$ cat src/rtl/spdif_feed_ctrl_if.sv
// Source-side sample handshake and TX-side enable/read/sample bus for spdif_feed_ctrl.
// Signal suffixes are taken from the controller's point of view (slave modport).
interface spdif_feed_ctrl_if #(
  parameter int SRCS  = 2,
  parameter int PCM_W = 24
);
  logic [PCM_W-1:0] src_L_i [SRCS];
  logic [PCM_W-1:0] src_R_i [SRCS];
  logic [SRCS-1:0]  src_vld_i;
  logic [SRCS-1:0]  src_rdy_o;
  logic             en_o;
  logic             pcm_rd_i;
  logic [PCM_W-1:0] pcm_L_o;
  logic [PCM_W-1:0] pcm_R_o;

  modport master (
    output src_L_i, src_R_i, src_vld_i, pcm_rd_i,
    input  src_rdy_o, en_o, pcm_L_o, pcm_R_o
  );

  modport slave (
    input  src_L_i, src_R_i, src_vld_i, pcm_rd_i,
    output src_rdy_o, en_o, pcm_L_o, pcm_R_o
  );
endinterface

$ cat src/rtl/spdif_feed_ctrl.sv
// Feeds stereo PCM from one of SRCS sources to an S/PDIF TX: Fs*128 enable from a phase
// accumulator, muted zero frames on start/switch, underrun counting. Source pulled only on pcm_rd_i.
module spdif_feed_ctrl #(
  parameter int SRCS     = 2,
  parameter int PCM_W    = 24,
  parameter int ACC_W    = 24,
  parameter int INC_48K  = 2097152,
  parameter int INC_44K1 = 1926758,
  parameter int MUTE_N   = 64
) (
  input  logic                    clk_i,
  input  logic                    rst_i,
  input  logic                    run_i,
  input  logic                    fs_44k1_i,
  input  logic [$clog2(SRCS)-1:0] sel_i,
  output logic [$clog2(SRCS)-1:0] act_o,
  output logic                    muted_o,
  output logic [7:0]              err_cnt_o,
  input  logic                    err_clr_i,
  spdif_feed_ctrl_if.slave        bus
);
  localparam int SW = $clog2(SRCS);
  localparam logic [ACC_W-1:0] INC48 = ACC_W'(INC_48K);
  localparam logic [ACC_W-1:0] INC44 = ACC_W'(INC_44K1);
  localparam logic [7:0]       MUTE_LOAD = 8'(MUTE_N - 1);

  typedef enum logic [1:0] {IDLE, MUTE, RUN} state_t;

  state_t           state_q, state_d;
  logic [ACC_W-1:0] acc_q, acc_d;
  logic             en_q, en_d;
  logic [PCM_W-1:0] pcm_L_q, pcm_L_d, pcm_R_q, pcm_R_d;
  logic [SW-1:0]    act_q, act_d;
  logic [7:0]       mcnt_q, mcnt_d;
  logic [7:0]       err_q, err_d;
  logic [SRCS-1:0]  rdy;
  logic             err_inc;
  logic             act_ok;
  logic [ACC_W:0]   sum;

  // act_q can exceed the source count when SRCS is not a power of two
  assign act_ok = ({1'b0, act_q} < (SW+1)'(SRCS));
  assign sum    = {1'b0, acc_q} + {1'b0, (fs_44k1_i ? INC44 : INC48)};

  always_comb begin
    state_d = state_q;
    acc_d   = acc_q;
    en_d    = 1'b0;
    pcm_L_d = pcm_L_q;
    pcm_R_d = pcm_R_q;
    act_d   = act_q;
    mcnt_d  = mcnt_q;
    rdy     = '0;
    err_inc = 1'b0;
    if (!run_i) begin
      state_d = IDLE;
      acc_d   = '0;
      pcm_L_d = '0;
      pcm_R_d = '0;
    end else begin
      unique case (state_q)
        IDLE: begin
          acc_d   = '0;
          pcm_L_d = '0;
          pcm_R_d = '0;
          act_d   = sel_i;
          mcnt_d  = MUTE_LOAD;
          state_d = MUTE;
        end
        MUTE: begin
          acc_d = sum[ACC_W-1:0];
          en_d  = sum[ACC_W];
          if (bus.pcm_rd_i) begin
            pcm_L_d = '0;
            pcm_R_d = '0;
            if (!act_ok && sel_i != act_q) begin
              act_d  = sel_i;
              mcnt_d = MUTE_LOAD;
            end else if (mcnt_q == 8'd0 && act_ok) begin
              state_d = RUN;
            end else if (mcnt_q != 8'd0) begin
              mcnt_d = mcnt_q - 8'd1;
            end
          end
        end
        RUN: begin
          acc_d = sum[ACC_W-1:0];
          en_d  = sum[ACC_W];
          if (bus.pcm_rd_i) begin
            if (sel_i == act_q) begin
              rdy[act_q] = 1'b1;
              if (bus.src_vld_i[act_q]) begin
                pcm_L_d = bus.src_L_i[act_q];
                pcm_R_d = bus.src_R_i[act_q];
              end else begin
                pcm_L_d = '0;
                pcm_R_d = '0;
                err_inc = 1'b1;
              end
            end else begin
              pcm_L_d = '0;
              pcm_R_d = '0;
              act_d   = sel_i;
              mcnt_d  = MUTE_LOAD;
              state_d = MUTE;
            end
          end
        end
        default: state_d = IDLE;
      endcase
    end
    // clear wins over a same-cycle underrun
    if (err_clr_i)                    err_d = 8'd0;
    else if (err_inc && err_q != 8'hFF) err_d = err_q + 8'd1;
    else                              err_d = err_q;
  end

  always_ff @(posedge clk_i) begin
    if (rst_i) begin
      state_q <= IDLE;
      acc_q   <= '0;
      en_q    <= 1'b0;
      pcm_L_q <= '0;
      pcm_R_q <= '0;
      act_q   <= '0;
      mcnt_q  <= '0;
      err_q   <= '0;
    end else begin
      state_q <= state_d;
      acc_q   <= acc_d;
      en_q    <= en_d;
      pcm_L_q <= pcm_L_d;
      pcm_R_q <= pcm_R_d;
      act_q   <= act_d;
      mcnt_q  <= mcnt_d;
      err_q   <= err_d;
    end
  end

  assign bus.src_rdy_o = (rst_i) ? '0 : rdy;
  assign bus.en_o      = en_q;
  assign bus.pcm_L_o   = pcm_L_q;
  assign bus.pcm_R_o   = pcm_R_q;
  assign act_o         = act_q;
  assign muted_o       = (state_q != RUN);
  assign err_cnt_o     = err_q;
endmodule

$ cat src/flat_wrapper.sv
// flat-port wrapper written by rule: the top's interface ports become plain ports
module spdif_feed_ctrl_flat 
#(
  parameter int SRCS     = 2,
  parameter int PCM_W    = 24,
  parameter int ACC_W    = 24,
  parameter int INC_48K  = 2097152,
  parameter int INC_44K1 = 1926758,
  parameter int MUTE_N   = 64
)
  (clk_i, rst_i, run_i, fs_44k1_i, sel_i, act_o, muted_o, err_cnt_o, err_clr_i, bus_src_L_i, bus_src_R_i, bus_src_vld_i, bus_pcm_rd_i, bus_src_rdy_o, bus_en_o, bus_pcm_L_o, bus_pcm_R_o);
  spdif_feed_ctrl_if #(.SRCS(SRCS), .PCM_W(PCM_W)) bus_i ();
  input  logic clk_i;
  input  logic rst_i;
  input  logic run_i;
  input  logic fs_44k1_i;
  input  logic [$clog2(SRCS)-1:0] sel_i;
  output logic [$clog2(SRCS)-1:0] act_o;
  output logic muted_o;
  output logic [7:0] err_cnt_o;
  input  logic err_clr_i;
  input wire logic [$bits(bus_i.src_L_i)-1:0] bus_src_L_i;
  input wire logic [$bits(bus_i.src_R_i)-1:0] bus_src_R_i;
  input wire logic [$bits(bus_i.src_vld_i)-1:0] bus_src_vld_i;
  input wire logic [$bits(bus_i.pcm_rd_i)-1:0] bus_pcm_rd_i;
  output wire logic [$bits(bus_i.src_rdy_o)-1:0] bus_src_rdy_o;
  output wire logic [$bits(bus_i.en_o)-1:0] bus_en_o;
  output wire logic [$bits(bus_i.pcm_L_o)-1:0] bus_pcm_L_o;
  output wire logic [$bits(bus_i.pcm_R_o)-1:0] bus_pcm_R_o;
  assign bus_i.src_L_i = {>>{bus_src_L_i}};
  assign bus_i.src_R_i = {>>{bus_src_R_i}};
  assign bus_i.src_vld_i = bus_src_vld_i;
  assign bus_i.pcm_rd_i = bus_pcm_rd_i;
  assign bus_src_rdy_o = bus_i.src_rdy_o;
  assign bus_en_o = bus_i.en_o;
  assign bus_pcm_L_o = bus_i.pcm_L_o;
  assign bus_pcm_R_o = bus_i.pcm_R_o;
  spdif_feed_ctrl #(.SRCS(SRCS), .PCM_W(PCM_W), .ACC_W(ACC_W), .INC_48K(INC_48K), .INC_44K1(INC_44K1), .MUTE_N(MUTE_N)) u_core (.clk_i(clk_i), .rst_i(rst_i), .run_i(run_i), .fs_44k1_i(fs_44k1_i), .sel_i(sel_i), .act_o(act_o), .muted_o(muted_o), .err_cnt_o(err_cnt_o), .err_clr_i(err_clr_i), .bus(bus_i));
endmodule
$ cat config.mk
export PLATFORM = sky130hd
export DESIGN_NAME = spdif_feed_ctrl_flat
export DESIGN_NICKNAME = d
export VERILOG_FILES = /design/src/rtl/spdif_feed_ctrl_if.sv /design/src/rtl/spdif_feed_ctrl.sv /design/src/flat_wrapper.sv
export SDC_FILE = /design/constraint.sdc
export NUM_CORES = 1
export LEC_CHECK = 0
export ABC_AREA = 1
export BUFFER_PORTS_ARGS = -buffer_cell sky130_fd_sc_hd__buf_2
export CORE_ASPECT_RATIO = 2
export CORE_MARGIN = 10
export CORE_UTILIZATION = 56
export CTS_CLUSTER_DIAMETER = 150
export DETAILED_ROUTE_END_ITERATION = 10
export GPL_TIMING_DRIVEN = 0
export PLACE_DENSITY = 0.83
export REMOVE_ABC_BUFFERS = 1
export SLEW_MARGIN = 20
export SYNTH_ARGS = -nofsm -noshare
export SYNTH_HDL_FRONTEND = slang
export SYNTH_SLANG_ARGS = --single-unit
$ cat constraint.sdc
create_clock -name clk_i -period 4.75 [get_ports clk_i]
set_input_delay 0 -clock clk_i [delete_from_list [all_inputs] [get_ports clk_i]]
set_output_delay 0 -clock clk_i [all_outputs]
set_load 0.02 [all_outputs]
==> flow_metrics.env <==
export IMPL_status="finished, final reports clean"
export IMPL_cp_start_kind="register"
export IMPL_grt_pass1_wl_um=27900
export IMPL_layout_drive_gt1_share_pct=19.9
export IMPL_hold_viol=0
export IMPL_hp_start="bus_src_L_i[42]"
export IMPL_dp_cells=1073
export IMPL_slew_headroom_pct=26.9
export IMPL_final_cell_mix="373 x nand2_1, 165 x buf_2, 98 x a21oi_1"
export IMPL_worst_setup_path_type="register to register"
export IMPL_num_vias=5983
export IMPL_ys_ff_latch=91
export IMPL_tritoncts="done"
export IMPL_grt_pass1_vias=6000
export IMPL_worstPathArrival_ns=3.30
export IMPL_vias_per_cell=5.34
export IMPL_nNetsFinal=1142
export IMPL_num_antenna_cells=0
export IMPL_fp_dieW_um=88.4
export IMPL_first_iter_violations=233
export IMPL_yosysTopAreaCell="dfxtp_1"
export IMPL_initial_utilization_pct=57.7
export IMPL_power_w=0.00198
export IMPL_syn_cell_area_um2=5230
export IMPL_syn_inst=835
export IMPL_antenna_left=0
export IMPL_worst_pin_slew_ns=1.09
export IMPL_htree_levels=3
export IMPL_clock_sinks=91
export IMPL_cp_required_ns=5.00
export IMPL_period_share_pct=64.2
export IMPL_cap_violations=0
export IMPL_r2r_start="u_core.state_q[1]"
export IMPL_whs_ns=0.00587
export IMPL_dieArea_um2=13800
export IMPL_antenna_found_initial=0
export IMPL_layout_commonest_cell="nand2_1"
export IMPL_yosysUniqueCellTypes=36
export IMPL_crit_path_max_fanout=50
export IMPL_rows=49
export IMPL_yosys_top_cells_area="dfxtp_1 35%, nand2_1 27%, a21oi_1 9.4%"
export IMPL_hp_class="input port to register"
export IMPL_clock_fmax_mhz=328
export IMPL_coreArea_um2=9070
export IMPL_io_pins=166
export IMPL_seq_area_frac_synth_pct=34.8
export IMPL_cts_root_buf="clkbuf_16"
export IMPL_place_ws_ns=1.73
export IMPL_io_buffer_count=165
export IMPL_cts_made_buffers=9
export IMPL_cts_buffer_depth=2
export IMPL_end_kind="register"
export IMPL_worstSkewPairLatency_ns=0.34
export IMPL_first_pass_iters=5
export IMPL_power_density_nw_per_um2=293
export IMPL_fin_tns_setup_ns=0
export IMPL_finClkSkew_ns=0.00515
export IMPL_synthArstFlopShare_pct=0
export IMPL_post_drt_wl_per_cell_um=15.2
export IMPL_clk_pin_slew_ns=0.06
export IMPL_finalSetupViolCount=0
export IMPL_wl_um=17000
export IMPL_drc=0
export IMPL_layout_setup_ws_ns=1.70
export IMPL_cp_startpoint="u_core.state_q[1]"
export IMPL_rsz0062_at_grt="false"
export IMPL_stdcell_count=1120
export IMPL_irDropWorstVdd_mv=0.237
export IMPL_syn2layout_area_growth_pct=28.9
export IMPL_fin_crit_ns=3.05
export IMPL_die_y_um=157
export IMPL_fill_cells=763
export IMPL_slew_viol_final=0
export IMPL_gp_congestion=0.965
export IMPL_yosysTopAreaCellShare_pct=34.8
export IMPL_grt_max_degree=64
export IMPL_p_leak_nw=3.27
export IMPL_grt_ovfl_total=0
export IMPL_ys_flop_type="dfxtp_1"
export IMPL_dp_hpwl_um=12700
export IMPL_track_usage_pct=25.1
export IMPL_synth_edf_count=0
export IMPL_syn_area_per_cell_um2=6.27
export IMPL_ys_warn_count=0
-- stage by stage --
step | utilization [%] | cell area [um^2]
2_1_floorplan | - | 5080
3_3_place_gp | 66.5 | 6040
3_5_place_dp | 67.3 | 6110
4_1_cts | 74.3 | 6750
5_1_grt | 74.3 | 6750
6_report | 74.3 | 6750
-- logic make-up (layout without fill, tap and decap cells) --
kind of cell / after synthesis / after routing / share of synthesized area, %
and+or+nand+nor: 484 / 484 / 37.0
AOI/OAI and AO/OA: 132 / 132 / 13.4
buffers and inverters: 94 / 277 / 7.29
DFF: 91 / 91 / 34.8
adders and majority gates: 24 / 24 / 5.88
xor gates and xnor gates: 10 / 10 / 1.67
-- repair_timing --
item | CTS | global route
endpoints found under the setup margin | 0 | 0
setup buffers | 0 | 0
resized for setup | 0 | 0
hold buffers | 31 | 0
hold endpoints to repair | 30 | 0
-- sequential cells by signal (all words and copies together) (netlist names) --
signal              flops
u_core.bus.en_o         1
u_core.err_cnt_o        8
u_core.acc_q           23
u_core.bus.pcm_R_o     24
u_core.mcnt_q           8
u_core.state_q          2
u_core.bus.pcm_L_o     24
u_core.act_o            1
-- report_power, final --
group | switching [W] | internal [W] | total (W)
clock | 0.000297 | 0.000475 | 0.000772
sequential | 0.0000199 | 0.000782 | 0.000802
combinational | 0.000250 | 0.000154 | 0.000404
total | 0.000566 | 0.00141 | 0.00198
-- critical path, cell delays in order, from the launching register on --
cell and delay [ns]:
dfxtp_1 0.39, inv_1 0.10, ha_1 0.28, o21ai_1 0.23, nand2_2 0.58, nor3_4 0.78
buf_16 0.23, buf_8 0.16, nand2_1 0.07, a21oi_1 0.14
-- synth_stat cells (2+ instances only) --
master    number
buf_4          2
nor3_2         2
nand2_1      373
nor2_1        43
inv_1         55
buf_1          2
or2_2          5
nand4_1        4
clkbuf_1      21
buf_2          5
xor2_1         8
nand3_1       41
nand3b_1       2
inv_2          7
ha_1          23
buf_6          2
a211oi_1       3
o21ai_1        3
xnor2_1        2
o21bai_1       2
o21ai_0       18
dfxtp_1       91
a21boi_0       2
a21oi_1       98
nor3_1         9
and3_1         2
-- layout make-up --
type,count,area [um^2],share of cell area (%)
Clock buffer,10,239,3.54
Clock inverter,6,88.8,1.32
Inverter,62,233,3.45
Multi-Input combinational cell,650,3040,45.0
Sequential cell,91,1820,27.0
Tap cell,102,128,1.89
Timing Repair Buffer,199,1200,17.8
-- final timing paths --
path,to,slack (ns),cells past startpoint
setup / recovery,u_core.bus.pcm_R_o[15],1.70,9
hold / removal,u_core.bus.pcm_L_o[18],0.006,5
setup reg to reg,u_core.bus.pcm_R_o[15],1.70,9
hold reg to reg,u_core.bus.pcm_R_o[22],0.46,2
-- per-layer routing --
layer / track usage [%] / vias to the layer above / share of wire, %
met2: 45.2 / 231 / 52
li1: - / 3015 / -
met1: 23.6 / 2685 / 35
met4: 12.2 / 0 / 4.5
met5: 0 / - / 0
met3: 9.88 / 52 / 9.0
No activity file was read; power rests on OpenSTA's default activity.
